<file path="config.mk">
export PLATFORM = sky130hd
export DESIGN_NAME = clk_divider_prog
export DESIGN_NICKNAME = d
export VERILOG_FILES = /design/src/rtl/clk_div_pkg.sv /design/src/rtl/clk_divider_prog.sv
export SDC_FILE = /design/constraint.sdc
export NUM_CORES = 1
export LEC_CHECK = 0
export CORE_MARGIN = 5
export CORE_UTILIZATION = 55
export CTS_CLUSTER_DIAMETER = 80
export DETAILED_ROUTE_END_ITERATION = 8
export GPL_TIMING_DRIVEN = 0
export PLACE_DENSITY_LB_ADDON = 0.08
export SYNTH_ARGS = -nofsm -noshare
export SYNTH_HDL_FRONTEND = slang
export SYNTH_SLANG_ARGS = --single-unit
export TNS_END_PERCENT = 10
</file>
<file path="constraint.sdc">
create_clock -name clk -period 5.2 [get_ports clk]
set_input_delay 1.04 -clock clk [delete_from_list [all_inputs] [get_ports clk]]
set_output_delay 1.04 -clock clk [all_outputs]
set_load 0.01 [all_outputs]
</file>
<file path="src/rtl/clk_div_pkg.sv">
// Shared constants and types for the programmable clock divider.
package clk_div_pkg;

   localparam int CNT_W_DEFAULT = 8;
   localparam int MIN_DIV       = 2;

   typedef logic [CNT_W_DEFAULT-1:0] div_t;

endpackage

</file>
<file path="src/rtl/clk_divider_prog.sv">
// Runtime-programmable integer clock divider: registered ceil-half-duty clock,
// per-period tick, ratio reload applied only at the period boundary.
module clk_divider_prog
   import clk_div_pkg::*;
#(
   parameter int CNT_W       = CNT_W_DEFAULT,
   parameter int DEFAULT_DIV = 6
) (
   input  logic             clk,
   input  logic             rst,
   input  logic             en,
   input  logic [CNT_W-1:0] div_val,
   input  logic             div_load,
   output logic             clk_out,
   output logic             tick,
   output logic [CNT_W-1:0] div_active,
   output logic             div_err
);

   localparam logic [CNT_W-1:0] DIV_RST = CNT_W'(DEFAULT_DIV);
   localparam logic [CNT_W-1:0] DIV_MIN = CNT_W'(MIN_DIV);
   localparam logic [CNT_W-1:0] DIV_ONE = CNT_W'(1);

   logic [CNT_W-1:0] r_cnt;
   logic [CNT_W-1:0] r_div_active;
   logic [CNT_W-1:0] r_pend;
   logic             r_pend_vld;
   logic             r_div_err;
   logic             r_clk_out;
   logic             r_tick;

   logic             w_load_ok;
   logic             w_wrap;
   logic [CNT_W-1:0] w_cnt_nxt;
   logic [CNT_W-1:0] w_div_nxt;

   // (N+1)>>1 without the carry out of N+1, so N=2^CNT_W-1 stays in range
   function automatic logic [CNT_W-1:0] ceil_half(input logic [CNT_W-1:0] n);
      return (n >> 1) + {{(CNT_W-1){1'b0}}, n[0]};
   endfunction

   assign w_load_ok = div_load && (div_val >= DIV_MIN);
   assign w_wrap    = en && (r_cnt == r_div_active - DIV_ONE);

   always_comb begin
      w_cnt_nxt = r_cnt;
      w_div_nxt = r_div_active;
      if (en) begin
         if (w_wrap) begin
            w_cnt_nxt = '0;
            if (w_load_ok) begin
               w_div_nxt = div_val;
            end else if (r_pend_vld) begin
               w_div_nxt = r_pend;
            end
         end else begin
            w_cnt_nxt = r_cnt + DIV_ONE;
         end
      end
   end

   // ratio shadow register and wrap counter
   always_ff @(posedge clk) begin
      if (rst) begin
         r_cnt        <= DIV_RST - DIV_ONE;
         r_div_active <= DIV_RST;
         r_pend_vld   <= 1'b0;
         r_div_err    <= 1'b0;
      end else begin
         r_cnt        <= w_cnt_nxt;
         r_div_active <= w_div_nxt;
         r_div_err    <= div_load && (div_val < DIV_MIN);
         if (w_wrap) begin
            r_pend_vld <= 1'b0;
         end else if (w_load_ok) begin
            r_pend_vld <= 1'b1;
         end
      end
   end

   always_ff @(posedge clk) begin
      if (w_load_ok && !w_wrap) begin
         r_pend <= div_val;
      end
   end

   // output decode from next-count so outputs move on the same edge as the counter
   always_ff @(posedge clk) begin
      if (rst) begin
         r_clk_out <= 1'b0;
         r_tick    <= 1'b0;
      end else if (en) begin
         r_clk_out <= (w_cnt_nxt < ceil_half(w_div_nxt));
         r_tick    <= (w_cnt_nxt == w_div_nxt - DIV_ONE);
      end else begin
         r_tick    <= 1'b0;
      end
   end

   assign clk_out    = r_clk_out;
   assign tick       = r_tick;
   assign div_active = r_div_active;
   assign div_err    = r_div_err;

endmodule

</file>
==> impl_metrics.toml, run 1 <==
[timing]
min_period_ns = 4.58
finalClockSkew_ns = 0.00547
max_slew_margin = 0.555
setup-tns-final_ns = 0
worst_slew_pin_slew_ns = 0.666
setup_violations = 0
finalWorstSetupSlack_ns = 0.615
max_freq_ghz = 0.218
fin_crit_sh = 0.882
finalHoldViolations = 0
finalMaxSlewViolations = 0
grt_setup_unrepaired = "no"

[detailed_routing]
drcViolationCount = 0
vias = 1997
postRouteAntennaNets = 0
via_per_inst = 6.02
dr_wl_met3_um = 235
first_pass_iters = 4
top_layer = "met4"
met2_length_mm = 2.52
drt_iter0_drc = 127
drt_wl_total_mm = 5.51
wl_per_cell_um = 16.6
wl_met1_mm = 2.55

[yosys]
synth.area.top_cells = "dfxtp_1 18%, edfxtp_1 11%, ha_1 5.5%, xnor2_1 5.4%, xor2_1 4.6%"
synth_edf_count = 8
ys_seq_area_frac = 0.283
synth_seq_cells = 28
synth-main-ff-cell = "dfxtp_1"
yosys_warnings = 0
synth_fp_nets = 279
yosysTopAreaCell = "dfxtp_1"
synthDistinctLibCells = 65
syn_inst = 257
synth_top_area_frac = 0.177
synthArstFlopShare = 0
synthesis.area_mm2 = 0.00227
syn_avg_cell_area_um2 = 8.82

[min_path]
hold_path.class = "reg2reg"

[finish]
postLayoutCoreUtil = 0.652
final_common_cell = "nor2_1"
n_antenna_cell = 0
mostFrequentLayoutCells = "24 x nor2_1, 21 x clkdlybuf4s50_1, 20 x dfxtp_1"
fillers = 369
syn_to_final_growth_pct = 15.2
nets = 305
final_area_mm2 = 0.00261
layout-drive-gt1-share = 0.0993

[setup_path]
rr_endpoint = "clk_out"
arrival_ns = 4.79
cp_max_fo = 10
cpMostUsedCell = "nand2_1"
r2r_slack_ns = 0.84
crit_chain = "clkdlybuf4s50_1 > or4_1 > o21ai_4 > buf_2 > o211ai_1 > mux2_2 > nor3_1 > nand2_1 > xnor2_1 > ha_1 > a21o_1 > nand2_1 > a41oi_1 > a311oi_1"
cp.required_ns = 5.40
path_delay_family = "simple AND/OR/NAND/NOR gates"
crit_path_end_kind = "flip-flop"
crit_path_end = "clk_out"
cp_num_buf_inv = 2
reg2reg_from = "div_active[0]"
crit_start = "div_val[3]"
critical_path_class = "in2reg"
crit_path_top_delay_cell = "or4_1"
cp.depth = 14
slowest_delay_ns = 0.61
cp-start-kind = "input pin"
rr_worst_depth = 18

[flow_run]
cap_violations = 0

[floorplanning]
io_pins = 23
rows = 23
start_util = 0.566
dieArea_mm2 = 0.00550
floorplan.die.height_um = 74.2
die_w_um = 74.2
core_mm2 = 0.00400

[clocking]
hold_buffers = 0
path_clk_slew_ns = 0.11
cts.sinks = 28
cts_max_level = 1
post_cts_buffers = 0
cts_tree = "done"
clock_path_buffers = 2
cts_resized = 0
root_buffer = "clkbuf_8"
cts_buffers = 3
worstSkewPairLatency_ns = 0.28

[placed_design]
dpl-instance-area_mm2 = 0.00254
io_buffer_count = 21
place_ws_ns = 0.331
place_congestion = 0.849
place_hpwl_mm = 4.30

[grt]
grt_pass1_vias = 1957
track_usage = 0.215
antenna_found_initial = 0
grt_pass1_wl_mm = 9.11
grt_max_degree = 17
gr-total-overflow = 0

[pwr]
total_power_uw = 1530
peakVddDrop_mv = 0.389
p_leak_uw = 0.00102
pwr_density_cell_mw_per_mm2 = 586

[outcome]
outcome = "complete, no violations"
## worst min path at each step
| stage | startpoint | cells past startpoint | end |
|---|---|---|---|
| finish | r_cnt[1] | 3 | r_cnt[1] |
| global route | r_cnt[5] | 2 | r_cnt[5] |
| CTS | r_cnt[1] | 3 | r_cnt[1] |
| detailed placement | r_cnt[5] | 2 | r_cnt[5] |
| global placement | r_cnt[7] | 2 | r_cnt[7] |
| floorplan | r_cnt[7] | 2 | r_cnt[7] |
## kinds of logic after synthesis
logic type                 count (synthesis)  share of synthesized area
xor gates and xnor gates                  26                      0.100
AOI/OAI and AO/OA                         50                      0.174
adders and majority gates                 10                     0.0552
muxes                                     13                     0.0663
buffers and inverters                     24                     0.0513
and+or+nand+nor                          106                      0.270
DFF                                       28                      0.283
## sequential cells by signal, summed over array words and instances, names as in the netlist
signal / flops
clk_out: 1
div_err: 1
r_cnt: 8
div_active: 8
r_pend_vld: 1
tick: 1
r_pend: 8
## metal layers
layer	vias to the layer above	track usage
met5	-	0
met4	0	0.103
met3	17	0.0297
met2	46	0.356
met1	941	0.275
li1	993	-
## cell type report
cell class              instances  area [um^2]  share of cell area
plain buffers                  12         71.3              0.0273
clock buffers                   3         41.3              0.0158
clock inverters                 1         30.0              0.0115
inverters                      12         45.0              0.0173
multi-input cells             205         1510               0.578
flip-flops and latches         28          641               0.245
well taps                      50         62.6              0.0240
repair buffers                 21          210              0.0805
## Yosys cell counts (3+ instances only)
cell	n
a211oi_1	3
a21oi_1	7
a32o_1	3
and2_1	4
buf_2	3
buf_6	3
clkbuf_1	6
dfxtp_1	20
edfxtp_1	8
ha_1	10
inv_1	12
mux2_2	3
mux2i_1	8
nand2_1	17
nand2b_1	7
nand3_1	6
nand4_1	3
nor2_1	24
nor2b_1	8
nor3_1	7
nor4_1	3
o211a_1	3
o211ai_1	6
o21ai_0	4
or3_1	4
or4_1	3
xnor2_1	14
xor2_1	12
## power breakdown
group	internal [uW]	switching [uW]
sequential	286	61.7
combinational	459	542
clock	103	77.4
total	849	681
## per-stage QoR
stage / std cells / hold slack, ns
5_1_grt: 332 / 0.740
6_report: 332 / 0.711
2_1_floorplan: 257 / 0.622
3_3_place_gp: 328 / 0.679
3_5_place_dp: 328 / 0.691
4_1_cts: 332 / 0.712
## tightest hold or removal path, stage by stage, from the launching register on
cell	delay (ns)
dfxtp_1	0.37
inv_1	0.08
o22ai_2	0.09
nor2b_1	0.13
No activity file was read; power rests on OpenSTA's default activity.
==> inputs of run 2 (changes only) <==
CORE_UTILIZATION = 52   (was 55)
SKIP_CTS_REPAIR_TIMING = 1   (was default)
clock period = 3.9 ns   (was 5.2 ns; I/O delays follow)
==> run 2 against run 1 <==
  * Wire length increased by 5.5%
  * Power increased by 57%
  * Worst hold slack got worse by 0.13 ns
  * Register-to-register slack got worse by 0.66 ns
  * Via count increased by 0.25%
  * Setup slack got worse by 0.44 ns
  * Largest cell class unchanged
==> impl_metrics.toml, run 2 (same netlist as run 1, synthesis figures left out) <==
[placed_design]
io_buffer_count = 21
dpl-instance-area_mm2 = 0.00254
place_ws_ns = -0.701
place_congestion = 0.814
place_hpwl_mm = 4.25

[finish]
n_antenna_cell = 0
mostFrequentLayoutCells = "24 x nor2_1, 18 x dfxtp_1, 17 x nand2_1"
layout-drive-gt1-share = 0.214
syn_to_final_growth_pct = 26.8
final_common_cell = "nor2_1"
nets = 318
final_area_mm2 = 0.00287

[clocking]
cts_tree = "done"
cts_max_level = 1
cts.sinks = 28
path_clk_slew_ns = 0.11
clock_path_buffers = 2
root_buffer = "clkbuf_8"
cts_buffers = 3
worstSkewPairLatency_ns = 0.28

[detailed_routing]
vias = 2002
drt_iter0_drc = 91
drt_wl_total_mm = 5.82
via_per_inst = 5.77
postRouteAntennaNets = 0
first_pass_iters = 4
drcViolationCount = 0
wl_per_cell_um = 16.8

[pwr]
pwr_density_cell_mw_per_mm2 = 837
p_int_uw = 1360
pwr-share-seq = 0.196
combPwrFrac = 0.725
switching_power_uw = 1040
switching_share = 0.434
clkPwrFrac = 0.079
peakVddDrop_mv = 0.573
p_leak_uw = 0.00117

[flow_run]
cap_violations = 0

[grt]
gr-total-overflow = 0
grt_pass1_vias = 1897
grt_max_degree = 16
grt_pass1_wl_mm = 9.11
antenna_found_initial = 0
track_usage = 0.190

[timing]
worst_slew_pin_slew_ns = 0.716
finalMaxSlewViolations = 0
finalHoldViolations = 0
max_freq_ghz = 0.268
finalClockSkew_ns = 0.00768
fin_crit_sh = 0.956
finalWorstSetupSlack_ns = 0.171
setup_violations = 0
max_slew_margin = 0.521
min_period_ns = 3.73

[floorplanning]
core_mm2 = 0.00429
rows = 24
dieArea_mm2 = 0.00578
io_pins = 23
die_w_um = 76.0
start_util = 0.528
floorplan.die.height_um = 76.0

[setup_path]
crit_path_top_delay_cell = "mux2_4"
path_delay_family = "simple AND/OR/NAND/NOR gates"
cp_max_fo = 9
crit_chain = "clkbuf_1 > nand3_1 > nor4_4 > and2_4 > o21a_1 > buf_6 > buf_8 > mux2_4 > inv_2 > ha_4 > nand2b_4 > nor4_4 > xor2_1 > ha_1 > nand4_1 > a41oi_1 > a311oi_2"
cp-start-kind = "input pin"
crit_path_end_kind = "flip-flop"
cp.required_ns = 4.11
arrival_ns = 3.93
cpMostUsedCell = "nor4_4"
slowest_delay_ns = 0.34
critical_path_class = "in2reg"
cp_num_buf_inv = 4

[min_path]
hold_path.class = "reg2reg"

[outcome]
outcome = "complete, no violations"
[run 2: path summary, 6_finish.rpt]
check,depth (start not counted),slack [ns],from,to
max reg2reg,19,0.18,div_active[0],clk_out
min reg2reg,2,0.58,div_active[0],div_active[0]
max,17,0.17,en,clk_out
min,2,0.58,div_active[0],div_active[0]
[run 2: metal layers]
metal	vias up	share of wire	GRT usage	wire, um
met5	-	0	0	0
met3	6	0.029	0.0272	168
met2	37	0.49	0.336	2860
met4	0	0.014	0.0480	79
met1	942	0.47	0.241	2710
li1	1017	-	-	-
[run 2: power by group through the flow]
| stage | clock [uW] | sequential (uW) | combinational, uW |
|---|---|---|---|
| after detailed placement | 0 | 467 | 1330 |
| after floorplan | 0 | 467 | 1000 |
| after global placement | 0 | 464 | 1320 |
| after global routing | 203 | 483 | 1910 |
| after CTS | 194 | 460 | 1340 |
| final | 190 | 471 | 1740 |
[run 2: stage by stage]
stage          total power [uW]  hold slack (ns)  TNS (ns)  std cells   util
6_report                   2400            0.577         0        347  0.669
5_1_grt                    2600            0.617   -0.0557        347  0.669
4_1_cts                    1990            0.720    -0.480        334  0.605
3_5_place_dp               1800            0.693     -1.02        330  0.592
3_3_place_gp               1790            0.679     -1.03        330  0.592
2_1_floorplan              1470            0.622         0        257      -
[run 2: final cells by class]
type | instances | area, um^2
well taps | 52 | 65.1
inverters | 12 | 45.0
flip-flops and latches | 28 | 648
clock buffers | 4 | 55.1
fillers | 371 | 1420
repair buffers | 35 | 347
multi-input cells | 205 | 1630
plain buffers | 11 | 80.1
[run 2: tightest hold or removal path: stages, from the launching register on]
cell,delay [ns]
dfxtp_4,0.39
mux2i_4,0.08
nor2_1,0.08
==> inputs of run 3 (changes only) <==
CORE_MARGIN = 2   (was 5)
==> run 3 against run 2 <==
  * Cell count up 1.7%
  * Wire length grew 4.5%
  * Sequential share of layout area down 0.46 points
  * Die area fell by 15%
  * Core utilization is 1.9 points higher
  * Worst hold slack better by 0.033 ns
  * Critical path type unchanged
  * Flip-flop and latch count unchanged
  * Highest routed layer unchanged
  * Design area up 2.1%
  * Non-clock buffer count increased by 6
==> impl_metrics.toml, run 3 (same netlist as run 1, synthesis figures left out) <==
[clocking]
path_clk_slew_ns = 0.11
cts_tree = "done"
cts_max_level = 1
cts_buffers = 3
worstSkewPairLatency_ns = 0.28
clock_path_buffers = 2
cts.sinks = 28
root_buffer = "clkbuf_8"

[placed_design]
io_buffer_count = 21
place_congestion = 0.854
dpl-instance-area_mm2 = 0.00254
place_hpwl_mm = 4.20
place_ws_ns = -0.712
placed_cells = 330

[flow_run]
cap_violations = 0

[pwr]
p_leak_uw = 0.00119
pwr_density_cell_mw_per_mm2 = 830
peakVddDrop_mv = 0.531

[timing]
finalMaxSlewViolations = 0
finalHoldViolations = 0
min_period_ns = 3.78
worst_slew_pin_slew_ns = 0.729
fin_crit_sh = 0.970
finalWorstSetupSlack_ns = 0.118
holdWs_ns = 0.610
max_slew_margin = 0.512
max_freq_ghz = 0.264
grt_setup_unrepaired = "yes"
finalClockSkew_ns = 0.0107
setup_violations = 0

[setup_path]
crit_path_end_kind = "flip-flop"
cp.required_ns = 4.09
cp-start-kind = "input pin"
rr_worst_depth = 19
reg2reg_from = "div_active[0]"
critical_path_class = "in2reg"
crit_start = "div_val[7]"
cp_max_fo = 5
arrival_ns = 3.97
rr_endpoint = "clk_out"
r2r_slack_ns = 0.13

[detailed_routing]
first_pass_iters = 4
drt_wl_total_mm = 6.08
wl_per_cell_um = 17.2
drcViolationCount = 0
via_per_inst = 5.84
drt_iter0_drc = 170
postRouteAntennaNets = 0
vias = 2060

[finish]
n_antenna_cell = 0
final_area_mm2 = 0.00293
layout-drive-gt1-share = 0.219
final_common_cell = "nor2_1"
nets = 324
mostFrequentLayoutCells = "24 x nor2_1, 18 x dfxtp_1, 17 x nand2_1"
postLayoutCoreUtil = 0.688
multi_input_area_mm2 = 0.00165
regArea_um2 = 648
syn_to_final_growth_pct = 29.4
fillers = 345
instances_no_fill = 353

[min_path]
min_from = "div_active[0]"
hold_path.class = "reg2reg"
hold_depth = 2
holdPathEnd = "div_active[0]"

[grt]
antenna_found_initial = 0
grt_pass1_vias = 1896
grt_pass1_wl_mm = 9.49
track_usage = 0.237
grt_max_degree = 16
gr-total-overflow = 0

[floorplanning]
dieArea_mm2 = 0.00490
die_w_um = 70.0
core_mm2 = 0.00426
rows = 24
io_pins = 23
start_util = 0.531
floorplan.die.height_um = 70.0

[outcome]
outcome = "complete, no violations"
[run 3: worst max path at each step]
stage,endpoint,depth (start not counted),slack (ns)
after global placement,clk_out,14,-0.69
after floorplan,clk_out,17,0.11
after CTS,clk_out,17,-0.45
final,clk_out,15,0.12
after global routing,clk_out,19,-0.11
after detailed placement,clk_out,14,-0.71
[run 3: final cells by class]
| type | count | share of cell area |
|---|---|---|
| Multi-Input combinational cell | 205 | 0.562 |
| Sequential cell | 28 | 0.221 |
| Timing Repair Buffer | 40 | 0.136 |
| Buffer | 12 | 0.0277 |
| Tap cell | 52 | 0.0222 |
| Clock buffer | 4 | 0.0154 |
| Inverter | 12 | 0.0154 |
[run 3: critical path, cell delays in order]
cell	delay, ns
clkdlybuf4s50_1	0.45
or3_4	0.41
o21ai_4	0.26
buf_12	0.15
a22oi_1	0.06
and2b_1	0.27
mux2i_2	0.16
nor3_4	0.29
nand2_1	0.10
xnor2_1	0.14
ha_1	0.32
a21o_1	0.18
nand2_1	0.07
a41oi_2	0.11
a311oi_1	0.22
[run 3: per-stage QoR]
stage               total power (uW)  TNS, ns
finish                          2430        0
global placement                1780    -1.01
global route                    2630   -0.107
detailed placement              1800    -1.06
CTS                             1970   -0.540
floorplan                       1470        0
[run 3: report_power, final]
part | switching [uW] | internal, uW
Sequential | 85.2 | 389
Combinational | 881 | 906
Clock | 99.6 | 73.4
[run 3: routing by layer]
metal | share of wire | wire (um) | vias up | track usage
li1 | - | - | 1025 | -
met1 | 0.45 | 2730 | 978 | 0.341
met2 | 0.50 | 3030 | 49 | 0.393
met3 | 0.041 | 248 | 8 | 0.0274
met4 | 0.012 | 73 | 0 | 0.0342
met5 | 0 | 0 | - | 0
